--- config.mk ---
export PLATFORM = sky130hd
export DESIGN_NAME = irq_ctl_flat
export DESIGN_NICKNAME = d
export VERILOG_FILES = /design/src/rtl/irq_ctl_if.sv /design/src/rtl/irq_ctl.sv /design/src/flat_wrapper.sv
export SDC_FILE = /design/constraint.sdc
export NUM_CORES = 1
export LEC_CHECK = 0
export CAP_MARGIN = 20
export CORE_ASPECT_RATIO = 2
export CORE_UTILIZATION = 30
export CTS_CLUSTER_SIZE = 20
export DETAILED_ROUTE_END_ITERATION = 6
export PLACE_DENSITY = 0.58
export SKIP_LAST_GASP = 1
export SLEW_MARGIN = 20
export SYNTH_ARGS = -nofsm -noshare
export SYNTH_HDL_FRONTEND = slang
export SYNTH_SLANG_ARGS = --single-unit
--- constraint.sdc ---
create_clock -name clk -period 1.2 [get_ports clk]
set_input_delay 0.24 -clock clk [delete_from_list [all_inputs] [get_ports clk]]
set_output_delay 0.24 -clock clk [all_outputs]
set_load 0.05 [all_outputs]
--- src/rtl/irq_ctl_if.sv ---
// Signal bundle between the interrupt controller and its surroundings (sources, mask CSR, core control).
// The master side drives the sources, the mask write and the core handshake. The slave side is irq_ctl.
interface irq_ctl_if #(
  parameter int unsigned NSRC = 8,
  parameter int unsigned CW   = 3
);
  logic [NSRC-1:0] src;
  logic            mask_we;
  logic [NSRC-1:0] mask_wd;
  logic            supervisor;
  logic            take;
  logic            eoi;
  logic            irq;
  logic [CW-1:0]   cause;
  logic            in_service;
  logic [NSRC-1:0] pending;
  logic [NSRC-1:0] mask;

  modport master (
    output src, mask_we, mask_wd, supervisor, take, eoi,
    input  irq, cause, in_service, pending, mask
  );

  modport slave (
    input  src, mask_we, mask_wd, supervisor, take, eoi,
    output irq, cause, in_service, pending, mask
  );
endinterface

--- src/rtl/irq_ctl.sv ---
// Edge-detecting, maskable, fixed-priority interrupt controller.
// Only one handler runs at a time; it is released by eoi.
module irq_ctl #(
  parameter int unsigned NSRC = 8,
  parameter int unsigned CW   = 3
) (
  input  logic      clk,
  input  logic      reset,
  irq_ctl_if.slave  bus
);

  typedef enum logic [1:0] {IDLE, REQ, SERVICE} state_t;

  state_t          state;
  logic [NSRC-1:0] src_q;
  logic [NSRC-1:0] pending_r;
  logic [NSRC-1:0] mask_r;
  logic            irq_r;
  logic            in_service_r;
  logic [CW-1:0]   cause_r;

  logic [NSRC-1:0] rise;
  logic [NSRC-1:0] elig;
  logic [NSRC-1:0] clr;
  logic [CW-1:0]   win;
  logic            any_elig;
  logic            grant;

  assign rise     = bus.src & ~src_q;
  assign elig     = pending_r & mask_r;
  assign any_elig = |elig;
  assign grant    = (state == REQ) && bus.take;

  always_comb begin
    win = '0;
    for (int unsigned i = NSRC; i > 0; i--) begin
      if (elig[i-1]) win = CW'(i-1);
    end
  end

  // The winner is chosen when take arrives, so a late higher-priority edge still wins.
  always_comb begin
    clr = '0;
    if (grant && any_elig) clr[win] = 1'b1;
  end

  always_ff @(posedge clk) begin
    if (reset) begin
      src_q     <= '0;
      pending_r <= '0;
      mask_r    <= '0;
    end else begin
      src_q     <= bus.src;
      // A set in the same cycle as the clear takes precedence.
      pending_r <= (pending_r & ~clr) | rise;
      if (bus.mask_we) mask_r <= bus.mask_wd;
    end
  end

  always_ff @(posedge clk) begin
    if (reset) begin
      state        <= IDLE;
      irq_r        <= 1'b0;
      in_service_r <= 1'b0;
      cause_r      <= '0;
    end else begin
      case (state)
        IDLE: begin
          if (any_elig && !bus.supervisor) begin
            state <= REQ;
            irq_r <= 1'b1;
          end
        end
        REQ: begin
          if (bus.take) begin
            state        <= SERVICE;
            irq_r        <= 1'b0;
            in_service_r <= 1'b1;
            cause_r      <= win;
          end else if (!any_elig || bus.supervisor) begin
            state <= IDLE;
            irq_r <= 1'b0;
          end
        end
        SERVICE: begin
          if (bus.eoi) begin
            state        <= IDLE;
            in_service_r <= 1'b0;
          end
        end
        default: begin
          state        <= IDLE;
          irq_r        <= 1'b0;
          in_service_r <= 1'b0;
        end
      endcase
    end
  end

  assign bus.irq        = irq_r;
  assign bus.in_service = in_service_r;
  assign bus.cause      = cause_r;
  assign bus.pending    = pending_r;
  assign bus.mask       = mask_r;

endmodule

--- src/flat_wrapper.sv ---
// flat-port wrapper written by rule: the top's interface ports become plain ports
module irq_ctl_flat 
#(
  parameter int unsigned NSRC = 8,
  parameter int unsigned CW   = 3
)
  (clk, reset, bus_src, bus_mask_we, bus_mask_wd, bus_supervisor, bus_take, bus_eoi, bus_irq, bus_cause, bus_in_service, bus_pending, bus_mask);
  irq_ctl_if #(.NSRC(NSRC), .CW(CW)) bus_i ();
  input  logic clk;
  input  logic reset;
  input wire logic [$bits(bus_i.src)-1:0] bus_src;
  input wire logic [$bits(bus_i.mask_we)-1:0] bus_mask_we;
  input wire logic [$bits(bus_i.mask_wd)-1:0] bus_mask_wd;
  input wire logic [$bits(bus_i.supervisor)-1:0] bus_supervisor;
  input wire logic [$bits(bus_i.take)-1:0] bus_take;
  input wire logic [$bits(bus_i.eoi)-1:0] bus_eoi;
  output wire logic [$bits(bus_i.irq)-1:0] bus_irq;
  output wire logic [$bits(bus_i.cause)-1:0] bus_cause;
  output wire logic [$bits(bus_i.in_service)-1:0] bus_in_service;
  output wire logic [$bits(bus_i.pending)-1:0] bus_pending;
  output wire logic [$bits(bus_i.mask)-1:0] bus_mask;
  assign bus_i.src = bus_src;
  assign bus_i.mask_we = bus_mask_we;
  assign bus_i.mask_wd = bus_mask_wd;
  assign bus_i.supervisor = bus_supervisor;
  assign bus_i.take = bus_take;
  assign bus_i.eoi = bus_eoi;
  assign bus_irq = bus_i.irq;
  assign bus_cause = bus_i.cause;
  assign bus_in_service = bus_i.in_service;
  assign bus_pending = bus_i.pending;
  assign bus_mask = bus_i.mask;
  irq_ctl #(.NSRC(NSRC), .CW(CW)) u_core (.clk(clk), .reset(reset), .bus(bus_i));
endmodule
==> impl_results.md, run 1 <==
* XOR/XNOR Fraction of Synth Area at 0%
* CTS tree: done
* # port buffers at 42
* Syn-to-layout area delta at 84.5%
* Seq/Total Area, Yosys at 47.6%
* H-Tree Depth at 2
* First-pass GRT wire length at 5.40 mm
* Slowest cell on crit path: dfxtp_2
* Gp weighted congestion at 0.741
* Fmax at 818 MHz
* Synth Cell Area at 1310 µm²
* Total grt overflow at 0
* Hpwl dp at 2.67 mm
* Main synth FF type: dfxtp_1
* Routed WL at 3.48 mm
* CP arrival at 1.40 ns
* Worst-margin pin slew at 0.307 ns
* Adder-Cell Fraction of Synth Area at 0%
* Drt first pass iters at 4
* Largest net degree at the start of global routing at 16
* Initial antenna violation count at 0
* Layout fillers at 372
* Clock Latency Late Sink at 0.29 ns
* Worst-case clock skew at 0.00335 ns
* Post-synthesis net count at 157
* Vias per std cell at 4.77
* Final setup violation count at 4
* Ant. Diodes at 0
* Final worst slack at -0.0230 ns
* Area of the core at 4130 µm²
* Clock Root Buffer: clkbuf_8
* Synth unique cells at 33
* Vias in the first global route at 1239
* Status: finished, violations left
* Failing checks: setup timing
* Chip Height at 95.3 µm
* Highest net fanout along the worst path at 4
* Worst IR Drop VDD at 1.06 mV
* Required @ worst endpoint at 1.38 ns
* Fin nets at 225
* Initial DRC Count at 24
* Top post-synthesis cells by area: dfxtp_1 48%, nor2b_1 7.7%, nor2_1 6.3%, mux2i_1 6.1%, a22oi_4 3.3%
* Syn Inst Count at 135
* Placed insts at 243
* Die Area at 4630 µm²
* Pins Over Slew Limit at 0
* Post-synthesis compound-gate area fraction at 18.2%
* Most numerous cell in the Yosys netlist: dfxtp_1
* Synth top area share at 47.6%
* Fraction of layout cells with a size suffix above 1 at 46.6%
* Initial Util at 31.6%
* Leak at 1.00 nW
* Top cells by instance count after synthesis: 31 x dfxtp_1, 22 x nor2_1, 16 x nor2b_1, 9 x nand2_1, 8 x mux2i_1
* Rows at 33
* DRC Markers at 0
* Final Hold Viols at 0
* WL/cell at 13.6 µm
* Synth Area in Simple Gates at 25.3%
* Antenna-violating nets left at 0
* Footprint of the multi-input gates at 733 µm²
* Die Wd at 48.6 µm
* # IOs at 43
* Worst path buffer plus inverter count at 1
* Reg clk slew, reported paths at 0.07 ns
* GRT Total Usage at 15.4%
* Crit-path max cell delay at 0.34 ns
* Fin cells at 256
* Main combinational cell family by area after synthesis: simple AND/OR/NAND/NOR gates
* Path category of the worst min-delay check: input port to flip-flop
* Cell taking the most area after synthesis: dfxtp_1
* CP delay by family, top: flip-flops
* Via Count at 1220
* Crit Path Category: flip-flop to flip-flop
* Critical Path, Cell by Cell: a22oi_2, nand4_1, nand2_1, buf_4, a21oi_1
* Tot Pwr at 0.00286 W
* Fin crit share at 102%
* Mapped Avg Cell Area at 9.67 µm²
* Power per standard cell area at 1190 nW/µm²
* Hold_buf cts at 0
* Register area at 672 µm²
* Unrepaired setup endpoints after global routing: yes
* Synth async-reset ratio at 0%
* Ys Warns at 0
* Tmin final at 1.22 ns
* CTS sink cnt at 31
* Number of CTS-inserted buffers at 5
* Startpoint Class: flip-flop
* Max_slew headroom at 79.6%
* MaxCap Viol Count at 0
* Buffer depth of the longest clock path at 2
* Mux cell area share after synthesis at 6.14%
* Register bit total from synthesis at 31
* Post-synth EDFFs at 0
* CP endpoint kind: flip-flop
stage by stage:
step	hold WS, ns	util, %	instance area (µm²)	setup TNS (ns)	setup slack, ns
floorplan	0.333	-	1350	0	0.00151
global placement	0.494	52.3	2160	-3.06	-0.271
detailed placement	0.482	52.3	2160	-3.51	-0.313
CTS	0.503	55.6	2290	-0.0264	-0.0264
global route	0.286	58.3	2410	-0.425	-0.0961
finish	0.289	58.3	2410	-0.0518	-0.0230
path summary, 6_finish.rpt:
| kind | end | slack, ns | startpoint | cells past startpoint |
|---|---|---|---|---|
| max reg2reg | u_core.state[0] | -0.02 | u_core.bus.pending[5] | 5 |
| max | u_core.state[0] | -0.02 | u_core.bus.pending[5] | 5 |
| min reg2reg | u_core.bus.cause[1] | 0.50 | u_core.bus.cause[1] | 2 |
| min | u_core.state[0] | 0.29 | bus_take | 3 |
worst min-delay path: stages:
cell and delay, ns:
dlymetal6s2s_1 0.10, buf_4 0.14, a21oi_1 0.06
logic make-up after synthesis:
family                 count (synthesis)
AOI/OAI and AO/OA                     26
buffers and inverters                  7
DFF                                   31
muxes                                  8
and+or+nand+nor                       63
layer usage:
metal,GRT usage [%],up-vias,share of wire [%]
met1,13.8,574,34
met3,5.10,7,4.0
met4,7.35,0,2.3
li1,-,609,-
met2,30.2,30,59
met5,0,-,0
cell type report:
type | count | share of cell area (%)
clock buffer | 7 | 4.47
clock inverter | 1 | 0.208
inverter | 2 | 0.312
multi-input combinational | 97 | 30.5
sequential | 31 | 27.9
tap | 52 | 2.70
timing repair buffer | 66 | 33.9
sequential cells by signal (all words and copies together) (netlist names):
register / cells
u_core.bus.mask: 8
u_core.bus.pending: 8
u_core.src_q: 8
u_core.bus.cause: 3
u_core.state: 2
u_core.bus.in_service: 1
u_core.bus.irq: 1
placed cells by master (no fill, tap or decap), types with 6 or more instances in the layout:
cell type and count:
clkbuf_8 6, clkdlybuf4s50_1 20, nand2_1 9, dfxtp_1 14
buf_4 23, nor2b_1 16, buf_12 21, a21oi_1 7
dfxtp_4 12, mux2i_1 8, nor2_1 19
timing repair:
| action | CTS | global route |
|---|---|---|
| resized for setup | 3 | 19 |
| pin swaps | 4 | 10 |
| setup buffers | 1 | 4 |
| setup endpoints to repair | 4 | 13 |
where the power goes:
part           internal (W)  leakage [nW]  switching, W
Clock              0.000587        0.0594      0.000392
Combinational      0.000378         0.680      0.000341
Sequential          0.00109         0.265     0.0000756
Total               0.00205          1.00      0.000809
(Power assumes the default switching activity.)
==> inputs of run 2 (changes only) <==
--- a/config.mk
+++ b/config.mk
@@ -10,7 +10,6 @@
 export CORE_UTILIZATION = 30
 export CTS_CLUSTER_SIZE = 20
 export DETAILED_ROUTE_END_ITERATION = 6
-export PLACE_DENSITY = 0.58
 export SKIP_LAST_GASP = 1
 export SLEW_MARGIN = 20
 export SYNTH_ARGS = -nofsm -noshare
==> run 2 against run 1 <==
Effect of this change:
- the run still ends with setup timing left
- clock skew grew 0.0010 ns
- setup slack got worse by 0.014 ns
- flip-flop and latch count unchanged
- utilization shrank 1.0 points
- clock power fell by 2%
- wire length up 0.20%
- largest power group unchanged
- critical path depth down 1
- combinational power fell by 2%
- non-clock buffer count shrank 4
- maximum frequency shrank 1.1%
==> impl_results.md, run 2 (same netlist as run 1, synthesis figures left out) <==
* Die Area at 4630 µm²
* CP endpoint kind: flip-flop
* Vias in the first global route at 1193
* GRT Total Usage at 15.7%
* Required @ worst endpoint at 1.38 ns
* Clk pwr share at 33.9%
* H-Tree Depth at 2
* Failing checks: setup timing
* Final worst slack at -0.0371 ns
* Tot Pwr at 0.00284 W
* Initial DRC Count at 8
* Met1 Usage GRT at 13.9%
* Path category of the worst min-delay check: input port to flip-flop
* Via Count at 1208
* Worst-case clock skew at 0.00439 ns
* CP arrival at 1.42 ns
* Worst Setup SP: u_core.bus.pending[2]
* Worst-margin pin slew at 0.283 ns
* Worst IR Drop VDD at 0.859 mV
* Fmax at 808 MHz
* Fin cells at 252
* Buffer depth of the longest clock path at 2
* Initial Util at 31.6%
* Post-layout util at 57.3%
* Fraction of layout cells with a size suffix above 1 at 45.5%
* Reg clk slew, reported paths at 0.06 ns
* GR Util met2 at 30.8%
* Hold_buf cts at 0
* Vias per std cell at 4.79
* Layout fillers at 378
* Internal power at 0.00204 W
* Initial antenna violation count at 0
* Hpwl dp at 2.66 mm
* Final setup violation count at 1
* Clock Latency Late Sink at 0.28 ns
* Worst r2r src: u_core.bus.pending[2]
* Antenna-violating nets left at 0
* Pins Over Slew Limit at 0
* DRC Markers at 0
* Hold Worst Slack at 0.299 ns
* Status: finished, violations left
* # IOs at 43
* Die Wd at 48.6 µm
* CP Capture Point: u_core.bus.pending[7]
* Power per standard cell area at 1200 nW/µm²
* Most frequent cells in the layout: 21 x buf_12, 20 x clkdlybuf4s50_1, 19 x nor2_1, 19 x buf_4, 16 x nor2b_1
* Combinational group share of total power at 24.9%
* Total grt overflow at 0
* Chip Height at 95.3 µm
* MaxCap Viol Count at 0
* FF-to-FF setup slack at -0.04 ns
* Startpoint Class: flip-flop
* Leak at 0.978 nW
* First-pass GRT wire length at 5.43 mm
* # port buffers at 42
* Syn-to-layout area delta at 81.3%
* Tmin final at 1.24 ns
* WL/cell at 13.8 µm
* Gp weighted congestion at 0.754
* CTS tree: done
* Drt first pass iters at 4
* Flop pwr share at 41.2%
* R2R depth at 4
* Crit Path Category: flip-flop to flip-flop
* Final Hold Viols at 0
* Net Sw Frac at 27.9%
* Number of CTS-inserted buffers at 5
* Placed insts at 242
* Busiest metal layer after global routing: met2
* Highest net fanout along the worst path at 4
* Area of the core at 4130 µm²
* CTS sink cnt at 31
* Rows at 33
* Ant. Diodes at 0
* Largest net degree at the start of global routing at 16
* Unrepaired setup endpoints after global routing: yes
* Max_slew headroom at 81.1%
* Most common cell after layout, fill and taps aside: buf_12
* Fin crit share at 103%
* Clock Root Buffer: clkbuf_8
* Fin nets at 221
* GR Util met3 at 3.99%
* Routed WL at 3.48 mm
* Psw at 0.000792 W
* Reg2reg end: u_core.bus.pending[7]
==> run 2: routing by layer <==
layer	vias to the layer above	routed length [µm]
met4	0	108
met5	-	0
li1	602	-
met3	11	109
met1	565	1200
met2	30	2070
==> run 2: worst min path at each step <==
stage                                    from                   to  cells past startpoint
after floorplan                      bus_take      u_core.state[0]                      1
after global placement    u_core.bus.cause[1]  u_core.bus.cause[1]                      2
after detailed placement  u_core.bus.cause[1]  u_core.bus.cause[1]                      2
after CTS                 u_core.bus.cause[1]  u_core.bus.cause[1]                      2
after global routing                 bus_take      u_core.state[0]                      3
final                                bus_take      u_core.state[0]                      3
==> run 2: power by group through the flow <==
| stage | clock network, W | logic (W) | registers (W) |
|---|---|---|---|
| final | 0.000961 | 0.000707 | 0.00117 |
| after global routing | 0.00103 | 0.000745 | 0.00118 |
| after CTS | 0.000986 | 0.000681 | 0.00117 |
| after detailed placement | 0 | 0.000676 | 0.00119 |
| after global placement | 0 | 0.000665 | 0.00119 |
| after floorplan | 0 | 0.000164 | 0.00133 |
==> run 2: what timing repair did <==
action | 4_1_cts | 5_1_grt
endpoints found under the setup margin | 6 | 12
gates resized for setup | 3 | 16
setup buffers | 0 | 2
pin swaps | 6 | 16
endpoints found under the hold margin | 0 | 0
==> run 2: area by class of cell <==
class                   instances  area (µm²)  share of cell area [%]
multi-input cells              97         731                    30.9
clock buffers                   7         108                    4.55
flip-flops and latches         31         663                    28.0
well taps                      52        65.1                    2.75
clock inverters                 1        5.00                   0.212
repair buffers                 62         787                    33.3
inverters                       2        7.51                   0.317
==> run 2: critical path, cell delays in order (launching register included) <==
cell	delay, ns
dfxtp_4	0.38
nand2_2	0.07
a32oi_2	0.22
o22ai_2	0.17
a211oi_2	0.29
==> run 2: metrics by stage <==
step	TNS [ns]	area [µm²]	worst slack [ns]
floorplan	0	1350	0.00151
global placement	-2.94	2150	-0.273
detailed placement	-3.45	2150	-0.309
CTS	-0.0259	2280	-0.0140
global route	-0.249	2370	-0.0821
finish	-0.0371	2370	-0.0371
==> inputs of run 3 (changes only) <==
==> constraint.sdc (replaced) <==
create_clock -name clk -period 1.2 [get_ports clk]
set_input_delay 0.24 -clock clk [delete_from_list [all_inputs] [get_ports clk]]
set_output_delay 0.24 -clock clk [all_outputs]
set_load 0.02 [all_outputs]
==> run 3 against run 2 <==
Effect of this change:
- the run still ends with setup timing left
- largest cell class is now multi-input combinational cells
- clock skew shrank 0.0013 ns
- global-route usage shrank 0.33 points
- critical endpoint is now u_core.bus.cause[1]
- maximum frequency shrank 4.5%
==> impl_results.md, run 3 (same netlist as run 1, synthesis figures left out) <==
* Status: finished, violations left
* Failing checks: setup timing
* Leak at 0.915 nW
* Unrepaired setup endpoints after global routing: yes
* Fin nets at 222
* Startpoint Class: flip-flop
* Drt first pass iters at 4
* MaxCap Viol Count at 0
* Combinational group share of total power at 20.0%
* Initial Util at 31.6%
* Chip Height at 95.3 µm
* Most frequent cells in the layout: 20 x clkdlybuf4s50_1, 19 x nor2_1, 19 x dfxtp_1
* Vias per std cell at 4.87
* Layout fillers at 394
* Net Sw Frac at 25.7%
* Hold Worst Slack at 0.310 ns
* Pins Over Slew Limit at 0
* Reg clk slew, reported paths at 0.06 ns
* CP arrival at 1.51 ns
* DRC Markers at 0
* Crit Path Category: flip-flop to flip-flop
* Via Count at 1231
* Max_slew headroom at 80.7%
* Required @ worst endpoint at 1.41 ns
* Vias in the first global route at 1220
* Clock Root Buffer: clkbuf_8
* Hpwl dp at 2.47 mm
* Worst-case clock skew at 0.00312 ns
* Fin cells at 253
* CP endpoint kind: flip-flop
* Number of CTS-inserted buffers at 5
* Buffer depth of the longest clock path at 2
* Path category of the worst min-delay check: input port to flip-flop
* Initial DRC Count at 15
* Total grt overflow at 0
* Clock Latency Late Sink at 0.28 ns
* First-pass GRT wire length at 5.37 mm
* Worst IR Drop VDD at 0.693 mV
* Internal power at 0.00189 W
* Ant. Diodes at 0
* Area of the core at 4130 µm²
* Fraction of layout cells with a size suffix above 1 at 39.8%
* Rows at 33
* # IOs at 43
* Psw at 0.000652 W
* CTS tree: done
* Highest net fanout along the worst path at 5
* Placed insts at 241
* Power per standard cell area at 1160 nW/µm²
* Gp weighted congestion at 0.766
* Most common cell after layout, fill and taps aside: clkdlybuf4s50_1
* H-Tree Depth at 2
* Fmax at 772 MHz
* Antenna-violating nets left at 0
* Die Wd at 48.6 µm
* # port buffers at 42
* Largest net degree at the start of global routing at 20
* Die Area at 4630 µm²
* Syn-to-layout area delta at 67.4%
* Final setup violation count at 10
* Hold_buf cts at 0
* WL/cell at 13.4 µm
* Register area at 646 µm²
* Worst-margin pin slew at 0.290 ns
* Footprint of the multi-input gates at 754 µm²
* Fin crit share at 108%
* CTS sink cnt at 31
* Final worst slack at -0.0954 ns
* Final Hold Viols at 0
* Flop pwr share at 45.4%
* GRT Total Usage at 15.4%
* Clk pwr share at 34.6%
* Tmin final at 1.30 ns
* Routed WL at 3.38 mm
* Initial antenna violation count at 0
## run 3: path summary, 6_finish.rpt
path	from	cells past startpoint	slack (ns)	end
setup / recovery	u_core.bus.mask[0]	6	-0.1	u_core.bus.cause[1]
hold reg to reg	u_core.bus.cause[1]	2	0.46	u_core.bus.cause[1]
setup reg to reg	u_core.bus.mask[0]	6	-0.1	u_core.bus.cause[1]
hold / removal	bus_take	3	0.31	u_core.state[0]
## run 3: repair_timing
action,4_1_cts,5_1_grt
cloned,0,0
buffers inserted,2,2
resized for setup,71,24
pin swaps,11,6
endpoints found under the setup margin,33,26
## run 3: power groups by stage
stage	Combinational (W)	Sequential, W	Clock (W)
after CTS	0.000499	0.00116	0.000905
final	0.000509	0.00115	0.000880
after detailed placement	0.000483	0.00118	0
after global placement	0.000475	0.00117	0
after global routing	0.000545	0.00116	0.000959
after floorplan	0.000163	0.00123	0
## run 3: area by class of cell
| cell class | instances | area share (%) |
|---|---|---|
| Tap cell | 52 | 2.98 |
| Sequential cell | 31 | 29.6 |
| Clock buffer | 8 | 4.58 |
| Inverter | 2 | 0.344 |
| Multi-Input combinational cell | 97 | 34.5 |
| Timing Repair Buffer | 63 | 28.0 |
## run 3: per-layer routing
metal	up-vias	global-route usage (%)	share of wire, %
met5	-	0	0
met4	0	9.80	2.7
met3	9	3.83	4.2
met2	32	28.6	57
met1	586	14.8	36
li1	604	-	-
## run 3: worst max-delay path, cell delays in order, from the launching register on
cell	delay, ns
dfxtp_2	0.33
buf_6	0.12
a22oi_4	0.30
buf_6	0.15
nand2_2	0.05
a21o_1	0.17
a21oi_1	0.11
## run 3: metrics by stage
step	setup TNS [ns]	total power [W]	worst slack, ns	utilization (%)	area (µm²)
after floorplan	0	0.00139	0.00337	-	1310
after global placement	-4.42	0.00165	-0.348	46.9	1940
after detailed placement	-4.89	0.00166	-0.404	46.9	1940
after CTS	-0.384	0.00256	-0.111	52.0	2150
after global routing	-0.990	0.00267	-0.150	52.9	2180
final	-0.477	0.00254	-0.0954	52.9	2180
